[config.mk]
export PLATFORM = sky130hd
export DESIGN_NAME = conv_mxm_pipe
export DESIGN_NICKNAME = d
export VERILOG_FILES = /design/src/rtl/conv_pkg.sv /design/src/rtl/conv_out_fmt.sv /design/src/rtl/conv_mxm_pipe.sv
export SDC_FILE = /design/constraint.sdc
export NUM_CORES = 2
export LEC_CHECK = 0
export CORE_MARGIN = 5
export CORE_UTILIZATION = 40
export CTS_CLUSTER_SIZE = 16
export DETAILED_ROUTE_END_ITERATION = 8
export PLACE_DENSITY = 0.57
export SYNTH_ARGS = -nofsm -noshare
export SYNTH_HDL_FRONTEND = slang
export SYNTH_HIERARCHICAL = 1
export SYNTH_SLANG_ARGS = --single-unit
[constraint.sdc]
create_clock -name CLK100MHZ -period 4.5 [get_ports CLK100MHZ]
set_input_delay 0.45 -clock CLK100MHZ [delete_from_list [all_inputs] [get_ports CLK100MHZ]]
set_output_delay 0.45 -clock CLK100MHZ [all_outputs]
set_load 0.02 [all_outputs]
[src/rtl/conv_pkg.sv]
// Shared definitions for the M_LEN x M_LEN sliding-window convolver.
//   acc_len()     : accumulator width that cannot overflow for M_LEN^2 products
//   offset_zero() : value of zero in offset-binary for a given output width
//   KERNEL_MODE / IMAGE_MODE : encodings of i_selecK_I
package conv_pkg;

   localparam logic KERNEL_MODE = 1'b0;
   localparam logic IMAGE_MODE  = 1'b1;

   function automatic int acc_len(input int bit_len, input int m_len);
      return 2*bit_len + $clog2(m_len*m_len);
   endfunction

   // Offset-binary zero is just the MSB set; callers truncate to their width.
   function automatic logic [63:0] offset_zero(input int out_len);
      return 64'd1 << (out_len-1);
   endfunction

endpackage

[src/rtl/conv_out_fmt.sv]
// Output formatter: round half up, arithmetic shift, clip, offset binary.
// Purely combinational; the parent registers the results.
//   i_acc  : signed accumulator (ACC_LEN)
//   o_data : formatted result, MSB-inverted two's complement (OUT_LEN)
//   o_sat  : result was clipped to the OUT_LEN signed range
module conv_out_fmt #(
   parameter int ACC_LEN   = 20,
   parameter int OUT_LEN   = 13,
   parameter int OUT_SHIFT = 6
) (
   input  logic signed [ACC_LEN-1:0] i_acc,
   output logic        [OUT_LEN-1:0] o_data,
   output logic                      o_sat
);

   // One extra bit so adding the rounding constant can never wrap.
   localparam int RW = ACC_LEN + 1;
   localparam logic signed [RW-1:0] MAX_V = RW'((64'sd1 <<< (OUT_LEN-1)) - 64'sd1);
   localparam logic signed [RW-1:0] MIN_V = ~MAX_V;

   logic signed [RW-1:0]      acc_x;
   logic signed [RW-1:0]      r;
   logic        [OUT_LEN-1:0] r_clip;

   assign acc_x = {i_acc[ACC_LEN-1], i_acc};

   generate
      if (OUT_SHIFT > 0) begin : g_rnd
         localparam logic signed [RW-1:0] HALF = RW'(64'sd1 <<< (OUT_SHIFT-1));
         logic signed [RW-1:0] acc_rnd;
         assign acc_rnd = acc_x + HALF;
         assign r       = acc_rnd >>> OUT_SHIFT;
      end else begin : g_nornd
         assign r = acc_x;
      end
   endgenerate

   always_comb begin
      r_clip = r[OUT_LEN-1:0];
      o_sat  = 1'b0;
      if (r > MAX_V) begin
         r_clip = MAX_V[OUT_LEN-1:0];
         o_sat  = 1'b1;
      end else if (r < MIN_V) begin
         r_clip = MIN_V[OUT_LEN-1:0];
         o_sat  = 1'b1;
      end
   end

   assign o_data = {~r_clip[OUT_LEN-1], r_clip[OUT_LEN-2:0]};

endmodule

[src/rtl/conv_mxm_pipe.sv]
// Parametrised M_LEN x M_LEN signed sliding-window convolver.
// Kernel and image window are column shift registers fed one column per beat;
// a 3-stage registered MAC (products, sum, format) produces one result per
// image beat once M_LEN image columns have arrived since reset/kernel load.
//   CLK100MHZ  : clock, rising edge
//   i_reset    : synchronous active-high reset
//   i_valid    : column beat qualifier
//   i_selecK_I : 0 = kernel column, 1 = image column
//   i_column   : M_LEN pixels, row r at [(r+1)*BIT_LEN-1 -: BIT_LEN]
//   o_data     : offset-binary result, held while o_valid = 0
//   o_valid    : one-cycle result strobe
//   o_sat      : result clipped (only with o_valid)
module conv_mxm_pipe
   import conv_pkg::*;
#(
   parameter int BIT_LEN   = 8,
   parameter int M_LEN     = 3,
   parameter int OUT_LEN   = 13,
   parameter int OUT_SHIFT = 6
) (
   input  logic                     CLK100MHZ,
   input  logic                     i_reset,
   input  logic                     i_valid,
   input  logic                     i_selecK_I,
   input  logic [M_LEN*BIT_LEN-1:0] i_column,
   output logic [OUT_LEN-1:0]       o_data,
   output logic                     o_valid,
   output logic                     o_sat
);

   localparam int ACC_LEN = acc_len(BIT_LEN, M_LEN);
   localparam int NPROD   = M_LEN*M_LEN;
   localparam int CW      = $clog2(M_LEN+1);
   localparam int STAGES  = 3;
   localparam int CTR     = M_LEN/2;
   localparam logic [OUT_LEN-1:0] OFFSET_ZERO = OUT_LEN'(offset_zero(OUT_LEN));
   localparam logic [BIT_LEN-1:0] UNITY       = BIT_LEN'(1 << OUT_SHIFT);
   localparam logic [CW-1:0]      FULL        = CW'(M_LEN);

   logic [M_LEN-1:0][M_LEN*BIT_LEN-1:0] win_q, win_d, ker_q, ker_d;
   logic [CW-1:0]                       cnt_q, cnt_d;
   logic [STAGES:0]                     vld_pipe_q, vld_pipe_d;
   logic signed [2*BIT_LEN-1:0]         prod_q [NPROD];
   logic signed [2*BIT_LEN-1:0]         prod_d [NPROD];
   logic signed [ACC_LEN-1:0]           acc_q, acc_d;
   logic [OUT_LEN-1:0]                  o_data_q, o_data_d, fmt_data;
   logic                                o_sat_q, o_sat_d, fmt_sat;
   logic                                kbeat, ibeat;

   // Column shift, fill tracking and stage-0 valid. vld_pipe[0] marks the
   // accepting edge; [1] products, [2] sum, [3] formatted output.
   always_comb begin
      kbeat = i_valid && (i_selecK_I == KERNEL_MODE);
      ibeat = i_valid && (i_selecK_I == IMAGE_MODE);
      win_d = win_q;
      ker_d = ker_q;
      cnt_d = cnt_q;
      if (kbeat) begin
         ker_d = {i_column, ker_q[M_LEN-1:1]};
         cnt_d = '0;   // results after a kernel change see only new image columns
      end
      if (ibeat) begin
         win_d = {i_column, win_q[M_LEN-1:1]};
         cnt_d = (cnt_q == FULL) ? cnt_q : cnt_q + 1'b1;
      end
      vld_pipe_d = {vld_pipe_q[STAGES-1:0], ibeat && (cnt_d == FULL)};
   end

   // S1 products read the registered window/kernel, so a kernel beat right
   // behind an image beat cannot disturb the result already accepted.
   always_comb begin
      for (int c = 0; c < M_LEN; c++) begin
         for (int r = 0; r < M_LEN; r++) begin
            prod_d[c*M_LEN+r] = $signed(win_q[c][r*BIT_LEN +: BIT_LEN]) *
                                $signed(ker_q[c][r*BIT_LEN +: BIT_LEN]);
         end
      end
   end

   always_comb begin
      acc_d = '0;
      for (int i = 0; i < NPROD; i++) acc_d = acc_d + ACC_LEN'(prod_q[i]);
   end

   conv_out_fmt #(
      .ACC_LEN  (ACC_LEN),
      .OUT_LEN  (OUT_LEN),
      .OUT_SHIFT(OUT_SHIFT)
   ) u_fmt (
      .i_acc (acc_q),
      .o_data(fmt_data),
      .o_sat (fmt_sat)
   );

   always_comb begin
      o_data_d = vld_pipe_q[2] ? fmt_data : o_data_q;
      o_sat_d  = vld_pipe_q[2] & fmt_sat;
   end

   always_ff @(posedge CLK100MHZ) begin
      if (i_reset) begin
         win_q                            <= '0;
         ker_q                            <= '0;
         ker_q[CTR][CTR*BIT_LEN +: BIT_LEN] <= UNITY;   // identity kernel
         cnt_q                            <= '0;
         vld_pipe_q                       <= '0;
         o_data_q                         <= OFFSET_ZERO;
         o_sat_q                          <= 1'b0;
      end else begin
         win_q      <= win_d;
         ker_q      <= ker_d;
         cnt_q      <= cnt_d;
         vld_pipe_q <= vld_pipe_d;
         o_data_q   <= o_data_d;
         o_sat_q    <= o_sat_d;
      end
   end

   // Datapath registers are qualified by vld_pipe, so they need no reset.
   always_ff @(posedge CLK100MHZ) begin
      prod_q <= prod_d;
      acc_q  <= acc_d;
   end

   assign o_data  = o_data_q;
   assign o_sat   = o_sat_q;
   assign o_valid = vld_pipe_q[STAGES];

endmodule

======== Yosys cells after proc, flatten, opt, wreduce, memory -nomap -nowiden ========
Index checks and enable logic that the tools add are counted.
operators by class
  $add $sub $neg .......................... 10
  multipliers ............................. 9
  $lt $le $gt $ge ......................... 2
  equal/unequal tests ..................... 2
  mux-type cells .......................... 7
  bitwise logic cells ..................... 3
  reductions and logical operators ........ 3
operators by type and width
  operator                                                                           number
  8-bit by 8-bit multiplier with 16-bit output                                       9
  20-bit by 16-bit adder with 20-bit output                                          4
  13-bit two-way mux                                                                 2
  20-bit by 7-bit adder with 21-bit output, second input constant                    1
  19-bit by 16-bit adder with 20-bit output                                          1
  18-bit by 16-bit adder with 19-bit output                                          1
  17-bit by 16-bit adder with 18-bit output                                          1
  16-bit by 16-bit adder with 17-bit output                                          1
  15-bit by 13-bit greater-than comparator with 1-bit output, second input constant  1
  15-bit by 13-bit < comparator with 1-bit output, second input constant             1
  2-bit two-way mux                                                                  3
  2-bit == test, second input constant                                               2
  1-bit logical AND                                                                  3
  2-bit by 1-bit adder with 2-bit output, second input constant                      1
  1-bit two-way mux                                                                  2
  1-bit NOT                                                                          2
  1-bit bitwise AND                                                                  1
storage, ports and cells
  flip-flop bits (word level) ............. 328
  output and inout bits ................... 15

======== Longest topological paths before layout ========
  depth in word-level cells ............... 8
  depth in mapped cells ................... 17
  depth with buffers taken out ............ 17

======== Cells and area by module ========
Netlist, hierarchy kept.
modules (own cells, without submodules)
  module         times used  cells each  area an instance (um^2)  seq. area each (um^2)
  conv_mxm_pipe  1           3,847       35,142.5                 6,566.3
  conv_out_fmt   1           99          638.1                    0.0

======== Worst setup path before layout ========
Ideal clock, no wire load.
  path type ............................... reg2reg
  start ................................... register ker_q[34] (netlist name)
  end ..................................... register prod_q[79] (netlist name)
  library setup time ...................... 120 ps
  data arrival time ....................... 4,104 ps
  path slack .............................. 276 ps
  cell stages (with the launch flop) ...... 16
  buffers on the path ..................... 1
  clock period less this slack ............ 4,224 ps
  cells stage by stage .................... dfxtp_1 clkbuf_1 and2_1 fa_1 fa_1 fa_1 inv_1 fa_1 inv_1 ha_1 o21ai_0 nor2_1 and4_1 a2111oi_2 a21oi_1 xnor2_1
RTL lines
  element                   RTL line              RTL
  start: declaration        conv_mxm_pipe.sv:40   logic [M_LEN-1:0][M_LEN*BIT_LEN-1:0] win_q, win_d, ker_q, ker_d;
  start signal: assignment  conv_mxm_pipe.sv:111  ker_q <= ker_d;
  end signal: assignment    conv_mxm_pipe.sv:121  prod_q <= prod_d;
  end: declaration          conv_mxm_pipe.sv:43   logic signed [2*BIT_LEN-1:0] prod_q [NPROD];

==> results.txt <==
- Setup repair after global routing could not meet its margin everywhere.
- For this run, design rule violations remaining after detail routing come to 0.
- Y dimension of the die: 309 µm
- Iteration-0 DRC Markers: 979
- The region available for standard cell placement spans between 80000 and 90000 µm².
* Endpoint kind of the worst setup timing path: flop
- Setup violations remaining at the end of the flow were counted as 0.
- At the worst endpoint, the required time is about 5 ns.
* Tcrit/Tclk final: 95.7%
- Total leakage power: 19.0 nW
- Mean instance size in the synthesized netlist: 9.06 µm²
- The cell count after synthesis came out at 3939.
- Clock latency reported for the late side of the worst-skew pair: 0.60 ns
- In this run the remaining antenna-violating nets after routing total 0.
- Slowest-stage cell, CP: sky130_fd_sc_hd__fa_1
- Clock sink total: between 300 and 400
* DP Area: 37800 µm²
* Number of vias in the routed layout: 24600
- Critical Setup Path Class: flop to flop
* Clock Pin Slew Worst Setup and Hold Paths: 0.06 ns
- The net count of the finished layout is 4914.
- For this run, the top clock speed supported by timing is 0.232 GHz.
- In this design, the stage delay of the slowest critical-path cell is approximately 0.50 ns.
- At the end of the flow the core is filled with cells to 44.7%.
- Dominant delay contributor by cell family on the critical path: adder cells
- Yosys printed 6 warnings.
- Final wirelength: 85900 µm
- The tool flagged a number of max-cap violations equal to 0.
* Global-route wire length before repair: approximately 140000 µm
- Hold violation total from the final report: 0
- Antenna cell count: 0
- Final Max Slew Viols: 0
* Initial antenna violation count: 0
* Largest net degree at the start of global routing: 95
* Run status: finished, final reports clean
* Final worst clock skew: 0.0263 ns
* Via-per-instance ratio: approximately 4.8
- Worst IR Drop VDD: 0.271 mV
- Initial core utilization: 40.3%
- Pwr/cell area: 214 nW/µm²
- Non-Filler Cell Area, Final: 39600 µm²
- Hold Slack: 0.384 ns
* Share of post-route cells with drive strength above 1: 7.08%
* Total power draw: 8.46 mW
- The root buffer cell chosen for the clock tree is sky130_fd_sc_hd__clkbuf_16.
- Crit path top cell by count: sky130_fd_sc_hd__fa_1
* Die W: 309 µm
* Crit path DAT: 4.83 ns
* Slew at the pin closest to its max-slew limit: 1.15 ns
- Total standard cell area after synthesis: 35700 µm²
- Layout area overhead: 10.9%
* Fin crit period: 4.31 ns
* Overall die area: 95200 µm²
- Total number of placement rows: roughly 110
* Per-cell routed wire length: between 15 and 20 µm
- The number of buffers and inverters on the critical path is 2.
- Summed over all nets, the half-perimeter wirelength after detailed placement is 70300 µm.
* H-tree depth reported by CTS: 2
- The count of buffers added on input and output ports is 42.
- During I/O placement, the number of pins put on the boundary was 43.
- In this run, post-CTS hold repair placed 0 buffers.
- The worst pin sits at a relative slew slack of 23.6%.
- Synth Net Count: between 4000 and 5000
- Hold WC Path Type: input port to flop
- The first detailed-routing pass ran for 5 iterations.
- At the end of routability-driven placement, the weighted congestion stood at 0.855.
* TritonCTS clock tree: done
* Critical path fanouts, max: 10
- Critical Path, Cell by Cell: and2_1, fa_1, inv_1, fa_1, fa_1, fa_1, inv_1, ha_1, nor2b_1, o21a_1, o21ai_0, a21o_1, or4b_1, o211ai_1
- The clock passes through at most 3 buffers.
- Gr usage total: 18.8%
* Via count of the first global-routing pass: 26200
- GRT overflow: 0
- STA classifies the critical path startpoint as a flop.
* Number of buffers inserted during clock tree synthesis: 41
==> metal layers <==
metal	track usage [%]	share of wire (%)	up-vias
li1	-	-	12000
met1	26.1	47	12200
met2	31.7	47	313
met3	2.36	3.7	97
met4	3.97	2.1	0
met5	0	0	-
==> registers in the layout (all words and copies together) (netlist names) <==
name / count
prod_q: 144
ker_q: 72
win_q: 72
acc_q: 15
o_data: 13
vld_pipe_q: 4
cnt_q: 2
o_sat: 1
==> worst paths after layout <==
path	start	slack (ns)	depth (start not counted)	endpoint
max	win_q[67]	0.19	14	prod_q[14]
min	i_reset	0.38	2	win_q[71]
max reg2reg	win_q[67]	0.19	14	prod_q[14]
min reg2reg	vld_pipe_q[0]	0.45	1	vld_pipe_q[1]
==> area by class of cell <==
cell class | count | area, µm²
clock buffers | 51 | 1130
clock inverters | 21 | 320
fillers | 8707 | 49000
inverters | 872 | 3270
multi-input cells | 2611 | 25600
flip-flops and latches | 323 | 6570
well taps | 1165 | 1460
repair buffers | 145 | 1210
==> placed cells by master, fill, tap and decap left out, types with 44 or more instances in the layout <==
master / n
sky130_fd_sc_hd__inv_1: 872
sky130_fd_sc_hd__fa_1: 607
sky130_fd_sc_hd__nand2_1: 455
sky130_fd_sc_hd__and2_1: 376
sky130_fd_sc_hd__ha_1: 274
sky130_fd_sc_hd__dfxtp_1: 264
sky130_fd_sc_hd__a21oi_1: 198
sky130_fd_sc_hd__xnor2_1: 135
sky130_fd_sc_hd__nor2_1: 132
sky130_fd_sc_hd__buf_4: 102
sky130_fd_sc_hd__o21ai_0: 51
sky130_fd_sc_hd__dfxtp_2: 49
sky130_fd_sc_hd__nand2b_1: 44
==> where the power goes <==
part	switching, mW	internal (mW)
registers	0.200	3.01
clock network	1.39	2.19
logic	0.982	0.686
==> repair_timing <==
item                       CTS  global route
setup endpoints to repair    2            22
gates resized for setup      3           100
buffers inserted             0             1
hold endpoints to repair     0             0
pin swaps                    0            13
==> stage by stage <==
stage	instances	worst slack [ns]	setup TNS, ns
final	5188	0.193	0
after global routing	5188	0.00132	0
after CTS	5187	0.0104	0
after detailed placement	5115	-0.0236	-0.0236
after global placement	5115	0.0406	0
after floorplan	3939	0.276	0
Power figures use the tool's default switching activity.
